File: src/rtl/fetch_stage_pkg.sv
// Shared types and constants for the instruction-fetch stage.
// Holds the FSM encoding, reset/bubble defaults and the redirect-select helper.
package fetch_stage_pkg;

    typedef enum logic {
        FETCH_REQ  = 1'b0,
        FETCH_HOLD = 1'b1
    } fetch_state_e;

    localparam logic [31:0] RESET_PC_DEFAULT = 32'h0000_0000;
    localparam logic [31:0] NOP_WORD_DEFAULT = 32'h0000_0000;  // sll $0,$0,0

    // A jump wins over a branch raised in the same cycle.
    function automatic logic [31:0] redirect_target(
        input logic        jump_taken,
        input logic [31:0] jump_target,
        input logic [31:0] branch_target
    );
        return jump_taken ? jump_target : branch_target;
    endfunction

endpackage

File: src/rtl/fetch_stage_if.sv
// Request/acknowledge bus between the fetch stage and instruction memory.
// The fetch stage is the master; the memory is the slave.
interface fetch_stage_if;
    logic        IMemReq;
    logic [31:0] IMemAddr;
    logic        IMemAck;
    logic [31:0] IMemData;

    modport master (output IMemReq, output IMemAddr, input IMemAck, input IMemData);
    modport slave  (input IMemReq, input IMemAddr, output IMemAck, output IMemData);
endinterface

File: src/rtl/fetch_stage_ifid_register.sv
// IF/ID pipeline register.
// Priority per edge: flush, then load, then bubble, otherwise hold.
module fetch_stage_ifid_register #(
    parameter logic [31:0] NOP_WORD = 32'h0000_0000
) (
    input  logic        Clk,
    input  logic        Rst,
    input  logic        load,
    input  logic        bubble,
    input  logic        flush,
    input  logic [31:0] load_instr,
    input  logic [31:0] load_pcplus4,
    output logic [31:0] IFID_Instruction,
    output logic [31:0] IFID_PCPlus4,
    output logic        IFID_Valid
);

    logic [31:0] instr_q, instr_d;
    logic [31:0] pcplus4_q, pcplus4_d;
    logic        valid_q, valid_d;

    always_comb begin
        instr_d   = instr_q;
        pcplus4_d = pcplus4_q;
        valid_d   = valid_q;
        if (flush) begin
            instr_d = NOP_WORD;
            valid_d = 1'b0;
        end else if (load) begin
            instr_d   = load_instr;
            pcplus4_d = load_pcplus4;
            valid_d   = 1'b1;
        end else if (bubble) begin
            instr_d = NOP_WORD;
            valid_d = 1'b0;
        end
    end

    always_ff @(posedge Clk or negedge Rst) begin
        if (!Rst) begin
            instr_q   <= NOP_WORD;
            pcplus4_q <= 32'h0;
            valid_q   <= 1'b0;
        end else begin
            instr_q   <= instr_d;
            pcplus4_q <= pcplus4_d;
            valid_q   <= valid_d;
        end
    end

    assign IFID_Instruction = instr_q;
    assign IFID_PCPlus4     = pcplus4_q;
    assign IFID_Valid       = valid_q;

endmodule

File: src/rtl/fetch_stage.sv
// MIPS instruction-fetch stage: PC register, next-PC select, imem handshake
// and control of the IF/ID register. PC+4 comes from an external incrementor.
module fetch_stage
    import fetch_stage_pkg::*;
#(
    parameter logic [31:0] RESET_PC = RESET_PC_DEFAULT,
    parameter logic [31:0] NOP_WORD = NOP_WORD_DEFAULT
) (
    input  logic               Clk,
    input  logic               Rst,
    input  logic               PCWrite,
    input  logic               BranchTaken,
    input  logic [31:0]        BranchTarget,
    input  logic               JumpTaken,
    input  logic [31:0]        JumpTarget,
    input  logic               Flush,
    fetch_stage_if.master      imem,
    output logic [31:0]        PC,
    input  logic [31:0]        PCPlus4,
    output logic [31:0]        IFID_PCPlus4,
    output logic [31:0]        IFID_Instruction,
    output logic               IFID_Valid,
    output logic               FetchBusy
);

    fetch_state_e state_q, state_d;
    logic [31:0]  pc_q, pc_d;
    logic         pend_q, pend_d;
    logic [31:0]  pend_pc_q, pend_pc_d;
    logic [31:0]  hold_q, hold_d;

    logic         redirect;
    logic [31:0]  redirect_pc;
    logic         ifid_load;
    logic         ifid_bubble;
    logic [31:0]  ifid_instr;

    assign redirect    = BranchTaken | JumpTaken;
    assign redirect_pc = redirect_target(JumpTaken, JumpTarget, BranchTarget);

    always_comb begin
        state_d     = state_q;
        pc_d        = pc_q;
        pend_d      = pend_q;
        pend_pc_d   = pend_pc_q;
        hold_d      = hold_q;
        ifid_load   = 1'b0;
        ifid_bubble = 1'b0;
        ifid_instr  = imem.IMemData;
        case (state_q)
            FETCH_REQ: begin
                if (imem.IMemAck) begin
                    if (redirect || pend_q) begin
                        // Returned word belongs to the abandoned path.
                        pc_d        = redirect ? redirect_pc : pend_pc_q;
                        pend_d      = 1'b0;
                        ifid_bubble = 1'b1;
                    end else if (PCWrite) begin
                        ifid_load = 1'b1;
                        pc_d      = PCPlus4;
                    end else begin
                        hold_d  = imem.IMemData;
                        state_d = FETCH_HOLD;
                    end
                end else begin
                    // Address must stay stable until ack, so park the redirect.
                    if (redirect) begin
                        pend_d    = 1'b1;
                        pend_pc_d = redirect_pc;
                    end
                    ifid_bubble = PCWrite;
                end
            end
            FETCH_HOLD: begin
                if (redirect) begin
                    pc_d        = redirect_pc;
                    state_d     = FETCH_REQ;
                    ifid_bubble = PCWrite;
                end else if (PCWrite) begin
                    ifid_load  = 1'b1;
                    ifid_instr = hold_q;
                    pc_d       = PCPlus4;
                    state_d    = FETCH_REQ;
                end
            end
            default: state_d = FETCH_REQ;
        endcase
    end

    always_ff @(posedge Clk or negedge Rst) begin
        if (!Rst) begin
            state_q   <= FETCH_REQ;
            pc_q      <= RESET_PC;
            pend_q    <= 1'b0;
            pend_pc_q <= 32'h0;
            hold_q    <= 32'h0;
        end else begin
            state_q   <= state_d;
            pc_q      <= pc_d;
            pend_q    <= pend_d;
            pend_pc_q <= pend_pc_d;
            hold_q    <= hold_d;
        end
    end

    fetch_stage_ifid_register #(
        .NOP_WORD (NOP_WORD)
    ) u_ifid (
        .Clk              (Clk),
        .Rst              (Rst),
        .load             (ifid_load),
        .bubble           (ifid_bubble),
        .flush            (Flush),
        .load_instr       (ifid_instr),
        .load_pcplus4     (PCPlus4),
        .IFID_Instruction (IFID_Instruction),
        .IFID_PCPlus4     (IFID_PCPlus4),
        .IFID_Valid       (IFID_Valid)
    );

    assign imem.IMemReq  = (state_q == FETCH_REQ);
    assign imem.IMemAddr = pc_q;
    assign PC            = pc_q;
    assign FetchBusy     = imem.IMemReq & ~imem.IMemAck;

endmodule

File: src/flat_wrapper.sv
// flat-port wrapper written by rule: the top's interface ports become plain ports
module fetch_stage_flat import fetch_stage_pkg::*;
#(
    parameter logic [31:0] RESET_PC = RESET_PC_DEFAULT,
    parameter logic [31:0] NOP_WORD = NOP_WORD_DEFAULT
)
  (Clk, Rst, PCWrite, BranchTaken, BranchTarget, JumpTaken, JumpTarget, Flush, PC, PCPlus4, IFID_PCPlus4, IFID_Instruction, IFID_Valid, FetchBusy, imem_IMemReq, imem_IMemAddr, imem_IMemAck, imem_IMemData);
  fetch_stage_if imem_i ();
  input  logic Clk;
  input  logic Rst;
  input  logic PCWrite;
  input  logic BranchTaken;
  input  logic [31:0] BranchTarget;
  input  logic JumpTaken;
  input  logic [31:0] JumpTarget;
  input  logic Flush;
  output logic [31:0] PC;
  input  logic [31:0] PCPlus4;
  output logic [31:0] IFID_PCPlus4;
  output logic [31:0] IFID_Instruction;
  output logic IFID_Valid;
  output logic FetchBusy;
  output wire logic [$bits(imem_i.IMemReq)-1:0] imem_IMemReq;
  output wire logic [$bits(imem_i.IMemAddr)-1:0] imem_IMemAddr;
  input wire logic [$bits(imem_i.IMemAck)-1:0] imem_IMemAck;
  input wire logic [$bits(imem_i.IMemData)-1:0] imem_IMemData;
  assign imem_IMemReq = imem_i.IMemReq;
  assign imem_IMemAddr = imem_i.IMemAddr;
  assign imem_i.IMemAck = imem_IMemAck;
  assign imem_i.IMemData = imem_IMemData;
  fetch_stage #(.RESET_PC(RESET_PC), .NOP_WORD(NOP_WORD)) u_core (.Clk(Clk), .Rst(Rst), .PCWrite(PCWrite), .BranchTaken(BranchTaken), .BranchTarget(BranchTarget), .JumpTaken(JumpTaken), .JumpTarget(JumpTarget), .Flush(Flush), .imem(imem_i), .PC(PC), .PCPlus4(PCPlus4), .IFID_PCPlus4(IFID_PCPlus4), .IFID_Instruction(IFID_Instruction), .IFID_Valid(IFID_Valid), .FetchBusy(FetchBusy));
endmodule
File: config.mk
export PLATFORM = sky130hd
export DESIGN_NAME = fetch_stage_flat
export DESIGN_NICKNAME = d
export VERILOG_FILES = /design/src/rtl/fetch_stage_pkg.sv /design/src/rtl/fetch_stage_if.sv /design/src/rtl/fetch_stage_ifid_register.sv /design/src/rtl/fetch_stage.sv /design/src/flat_wrapper.sv
export SDC_FILE = /design/constraint.sdc
export NUM_CORES = 1
export LEC_CHECK = 0
export CORE_ASPECT_RATIO = 1.1
export CORE_MARGIN = 1.5
export CORE_UTILIZATION = 48
export DETAILED_ROUTE_END_ITERATION = 10
export MAX_ROUTING_LAYER = met4
export PLACE_DENSITY = 0.82
export SYNTH_ARGS = -nofsm -noshare
export SYNTH_HDL_FRONTEND = slang
export SYNTH_SLANG_ARGS = --single-unit
export TNS_END_PERCENT = 50
File: constraint.sdc
create_clock -name Clk -period 2.05 [get_ports Clk]
set_input_delay 0.41 -clock Clk [delete_from_list [all_inputs] [get_ports Clk]]
set_output_delay 0.41 -clock Clk [all_outputs]
set_load 0.02 [all_outputs]
==> metrics.txt, run 1 <==
outcome finished, final reports clean; ANT nets after route 0; hpwl dp 18300 um; die area 19000 um^2; die height 145 um; H-tree Lvls 4; core box area 17800 um^2; CP arrival 1.59 ns; CP max FO 2; Min Hold Slack 0.344 ns; Avg WL per Cell 19.9 um; top-area cell type share of the netlist area between 40% and 50%; port bufs between 200 and 300; Required @ worst endpoint 1.64 ns; post-layout util 68.6%; ranking of synthesized cells by area dfrtp_1 (47%), mux2_2 (12%), o22ai_1 (4.4%); post-CTS setup buffers 0; Post-Synth Adder-Cell Area 0%; Via density 6.07; post-synthesis register bit count ~160; Crit path max-delay family buffers and inverters; antenna violations before repair 0; area delta synth->final 39.6%; Finished Layout Cells around 1300; RSZ-0062 raised after global routing no; Buf/Inv on CP 2; Critical Path Max Stage Delay 0.42 ns; Mapped Area around 8700 um^2; Netlist cell types 36; Crit Reg-Reg Endpoint u_core.pend_pc_q[22]; Final Cell Area ~12000 um^2; CP endpoint kind output port; CTS sink count 163; Final setup viols 0; DR DRC count 0; RR Startpoint u_core.state_q; min Tclk post-route 2.00 ns; Slew @ Worst Pin 0.441 ns; CP max-delay cell dfrtp_1; clk slew on worst S/H paths about 0.080 ns; Most used DFF post-synth dfrtp_1; critical setup path kind reg -> out; Initial Util approximately half; xor and xnor area share after synthesis 0%; overall fraction of global-route tracks in use 28.6%; Fmax 501 MHz; max-slew violation count 0; worst hold stages 2; EDFF count, synth 0; post-synthesis sequential area ratio 46.6%; Worst Skew ~0.012 ns; DIE WIDTH 132 um; yosys warns 0; deepest clock path buffer count 2; final critical-path share of the clock period around 100%; hold wc startpoint JumpTaken; CTS root buf clkbuf_16; Power Density between 800 and 900 nW/um^2; TritonCTS clock tree done; routed wire length 26700 um; overflow left after global routing 0; final hold violation count 0; area leader, netlist dfrtp_1; mux contribution to synthesized area 15.8%; relative slew slack 70.6%; clock latency on the worst-skew pair about 0.43 ns; Hold Crit Class in -> reg; First-pass DRT Iterations 5; first-pass GRT wire length 41700 um; LEAKAGE 4.97 nW; vias 8159; share of layout cells above drive strength 1 between 10% and 20%; vias in the first global route 7981; IO Pins 266; worst-case register-to-register setup slack 0.12 ns; Placed Area between 10000 and 15000 um^2; GPL Wtd Cong 0.925; largest family of logic cells by synthesized area compound AO/OA/AOI/OAI gates; Synth Area in Compound Gates 18.2%; largest net degree at the start of global routing 46; Synth top cells by count dfrtp_1 (163), mux2_2 (92), nand2_1 (68); # diodes 0; Final Power 10.1 mW; Syn Inst Count 866; num rows 51; MaxCap Viol Count 0; Cells after DPL 1312; Starting DRT DRC Count 691; Syn Area/Cell a little over 10 um^2; Worst Setup Start Kind flop; most frequent cell after synthesis dfrtp_1; CP Cell Sequence or2_2 > clkinv_1 > dlygate4sd2_1; worst hold endpoint u_core.state_q; Simple-Gate Fraction of Synth Area 12.7%; Inserted Clock Buffers 17; Async S/R FF share, synth 100%; Synth Net Count 1001; Reg2Reg Depth 7; nets approximately 1200; VDD IR max 0.570 mV
==> stage by stage <==
stage	setup slack, ns	TNS, ns
2_1_floorplan	0.336	0
3_3_place_gp	-0.239	-16.83
3_5_place_dp	-0.283	-21.83
4_1_cts	0.0383	0
5_1_grt	0.00864	0
6_report	0.0535	0
==> state kept, by name, indices dropped and copies added (netlist names) <==
register,count
u_core.PC,32
u_core.hold_q,32
u_core.pend_pc_q,32
u_core.pend_q,1
u_core.state_q,1
u_core.u_ifid.IFID_Instruction,32
u_core.u_ifid.IFID_PCPlus4,32
u_core.u_ifid.IFID_Valid,1
==> final cells by class <==
cell class / instances / area (um^2)
repair buffers: 311 / 3120
inverters: 5 / 18.8
flip-flops and latches: 163 / 4080
clock buffers: 17 / 425
multi-input cells: 596 / 4110
well taps: 238 / 298
clock inverters: 15 / 159
fillers: 1302 / 5590
==> worst max-delay path by stage <==
| stage | from | end | cells after the start |
|---|---|---|---|
| after global routing | u_core.state_q | u_core.pend_pc_q[19] | 7 |
| after floorplan | BranchTaken | u_core.u_ifid.IFID_PCPlus4[13] | 7 |
| final | u_core.state_q | FetchBusy | 3 |
| after detailed placement | imem_IMemAck | u_core.pend_pc_q[11] | 8 |
| after global placement | imem_IMemAck | u_core.pend_pc_q[9] | 8 |
| after CTS | u_core.state_q | FetchBusy | 3 |
==> logic make-up (layout without fill, tap and decap cells) <==
| kind of cell | Yosys count | after routing |
|---|---|---|
| AND/OR/NAND/NOR | 237 | 237 |
| AO/OA/AOI/OAI | 233 | 233 |
| flip-flops | 163 | 163 |
| multiplexers | 126 | 126 |
| buffers and inverters | 107 | 348 |
==> power by group <==
| part | total (mW) | leakage, nW | switching, mW | internal (mW) |
|---|---|---|---|---|
| sequential | 4.13 | 2.04 | 0.384 | 3.75 |
| clock | 3.16 | 0.288 | 1.52 | 1.63 |
| combinational | 2.85 | 2.64 | 1.36 | 1.49 |
==> cells in the final DEF (no fill, tap or decap), types with 2 or more instances in the layout <==
cell type / Yosys / final
or2_2: 1 / 2
mux2_2: 92 / 92
inv_6: 0 / 3
o22ai_1: 61 / 61
o2bb2ai_1: 33 / 33
buf_2: 26 / 3
o211ai_1: 32 / 32
o2111ai_1: 31 / 31
nand3_1: 31 / 31
clkdlybuf4s50_1: 0 / 259
o21ai_0: 37 / 37
mux2_1: 2 / 2
a21oi_1: 32 / 32
mux2i_1: 32 / 32
nor2_1: 65 / 65
inv_1: 3 / 2
nand2_1: 68 / 68
dfrtp_1: 163 / 163
clkbuf_16: 0 / 17
buf_12: 0 / 11
dlygate4sd2_1: 0 / 2
nand2b_1: 33 / 33
o21a_1: 2 / 2
clkinv_4: 0 / 5
and3_1: 32 / 31
clkinv_1: 2 / 2
clkinv_8: 0 / 2
buf_4: 32 / 34
inv_8: 0 / 5
==> what timing repair did <==
item                                    4_1_cts  5_1_grt
hold buffers                                  1        0
resized for setup                             2        0
endpoints found under the setup margin        2        0
endpoints found under the hold margin        40        0
==> layer usage <==
layer | vias up | share of wire (%) | global-route usage, %
met1 | 4009 | 42 | 36.2
met4 | 0 | 3.2 | 13.6
met5 | - | 0 | -
li1 | 3634 | - | -
met3 | 64 | 7.1 | 4.63
met2 | 452 | 48 | 45.3
==> worst reg2reg max path, cell delays in order (launching register included) <==
cell and delay, ns:
dfrtp_1 0.42, or2_2 0.32, clkinv_1 0.08, buf_4 0.37, nand2_1 0.17, buf_4 0.21, o22ai_1 0.15, a21oi_1 0.10
Power figures use the tool's default switching activity.
==> run 2, diff against run 1 <==
==> constraint.sdc (replaced) <==
create_clock -name Clk -period 2.05 [get_ports Clk]
set_input_delay 0.3075 -clock Clk [delete_from_list [all_inputs] [get_ports Clk]]
set_output_delay 0.3075 -clock Clk [all_outputs]
set_load 0.02 [all_outputs]
==> run 2 against run 1 <==
  * Worst setup slack better by 0.10 ns
  * Final area increased by 0.52%
  * Critical path depth increased by 1
  * Global-route usage grew 0.83 points
  * Sequential power hardly changed
  * Critical path type is now in -> out
==> metrics.txt, run 2 (same netlist as run 1, synthesis figures left out) <==
outcome finished, final reports clean; TritonCTS clock tree done; nets 1237; largest net degree at the start of global routing 45; DR DRC count 0; Hold Crit Class in -> reg; Detail Route met3 WL 2070 um; Slew @ Worst Pin 0.482 ns; final critical-path share of the clock period 92.3%; post-CTS setup buffers 0; GPL Wtd Cong 0.939; overflow left after global routing 0; ANT nets after route 0; clock latency on the worst-skew pair around 0.42 ns; CTS sink count 163; area delta synth->final 40.3%; Fmax 528 MHz; deepest clock path buffer count 2; Starting DRT DRC Count roughly 840; Sw Share 32.2%; Worst Setup Start Kind primary input; routed wire length approximately 27000 um; CP max FO 5; vias in the first global route slightly above 8000; pre-CTS setup slack -0.141 ns; LEAKAGE roughly 5.0 nW; routed length on met2 13300 um; die height 145 um; most frequent cells in the layout clkdlybuf4s50_1 (259), dfrtp_1 (163), mux2_2 (92); RSZ-0062 raised after global routing no; CP endpoint kind output port; min Tclk post-route 1.89 ns; num rows 51; Critical Path Max Stage Delay 0.51 ns; max-slew violation count 0; Via density 6.02; clk slew on worst S/H paths 0.07 ns; Comb pwr share 28.3%; Initial Util 49.1%; MaxCap Viol Count 0; Reg power frac 40.7%; share of layout cells above drive strength 1 about 17%; CP max-delay cell clkdlybuf4s50_1; Avg WL per Cell 20.1 um; CTS root buf clkbuf_16; Final setup viols 0; CP arrival 1.59 ns; Final Power between 10 and 15 mW; Required @ worst endpoint 1.74 ns; final hold violation count 0; IO Pins 266; Met1 Wirelength 11100 um; VDD IR max 0.551 mV; NetSw 3.26 mW; First-pass DRT Iterations 6; antenna violations before repair 1; first-pass GRT wire length 42700 um; Min Hold Slack roughly 0.25 ns; Inserted Clock Buffers 17; die area 19000 um^2; overall fraction of global-route tracks in use just under 30%; min setup slack post-route 0.157 ns; Power Density 825 nW/um^2; port bufs 265; clock share of power just over 30%; Max Used Layer met4; Int Pwr 6.87 mW; fillers 1301; vias ~8200; core box area 17800 um^2; DIE WIDTH 132 um; commonest non-fill, non-tap cell in the layout clkdlybuf4s50_1; relative slew slack 67.0%; CP Cell Sequence clkdlybuf4s50_1 > or2_2 > clkinv_1 > dlygate4sd2_1; Worst Skew 0.0100 ns; critical setup path kind in -> out; area occupied by multi-input gates 4110 um^2; hpwl dp 19000 um; H-tree Lvls 4; register area 4080 um^2
run 2: cell types whose count changed in the layout (fill, tap and decap cells not counted):
cell and change:
diode_2 +1, inv_8 -1, dlygate4sd2_1 -1, buf_4 +8, inv_6 +3, dlymetal6s2s_1 +1, clkinv_4 -2
run 2: power groups by stage:
stage,Clock (mW),Sequential [mW],Combinational (mW)
2_1_floorplan,0,4.41,1.27
3_5_place_dp,0,4.17,2.85
4_1_cts,3.19,4.12,2.88
3_3_place_gp,0,4.14,2.80
6_report,3.13,4.13,2.87
5_1_grt,3.34,4.19,3.06
run 2: worst paths after layout:
check	startpoint	to	slack, ns	cells after the start
hold / removal	BranchTaken	u_core.state_q	0.25	2
setup reg to reg	u_core.state_q	u_core.PC[10]	0.27	5
hold reg to reg	u_core.pend_pc_q[31]	u_core.pend_pc_q[31]	0.48	2
min in group asynchronous	Rst	u_core.u_ifid.IFID_Instruction[27]	0.38	2
max in group asynchronous	Rst	u_core.u_ifid.IFID_PCPlus4[24]	1.07	3
setup / recovery	imem_IMemAck	FetchBusy	0.16	4
run 2: cell type report:
cell class | instances | share of cell area (%)
repair buffers | 319 | 26.0
multi-input cells | 596 | 33.5
clock buffers | 17 | 3.47
inverters | 5 | 0.153
clock inverters | 15 | 1.27
diodes | 1 | 0.0204
well taps | 238 | 2.43
flip-flops and latches | 163 | 33.2
run 2: worst max-delay path: cells and delay by family:
kind	cells	cell delay, ns
buffers and inverters	3	0.95
and+or+nand+nor	1	0.33
run 2: layer usage:
metal | up-vias | track usage, %
met5 | - | -
met4 | 0 | 12.3
met3 | 71 | 5.71
met2 | 490 | 47.3
met1 | 3932 | 36.8
li1 | 3657 | -
run 2: per-stage QoR:
step,setup TNS (ns),cell area [um^2],util [%],cells
floorplan,0,8750,-,866
global placement,-3.64,11700,65.6,1320
detailed placement,-10.34,11700,65.6,1320
CTS,0,12300,68.9,1353
global route,0,12300,69.0,1354
finish,0,12300,69.0,1354
run 2: timing repair:
item,in CTS,in global routing
gates cloned,0,0
hold buffers,1,0
hold endpoints to repair,40,0
resized for setup,1,1
setup endpoints to repair,1,1
pin swaps,0,0
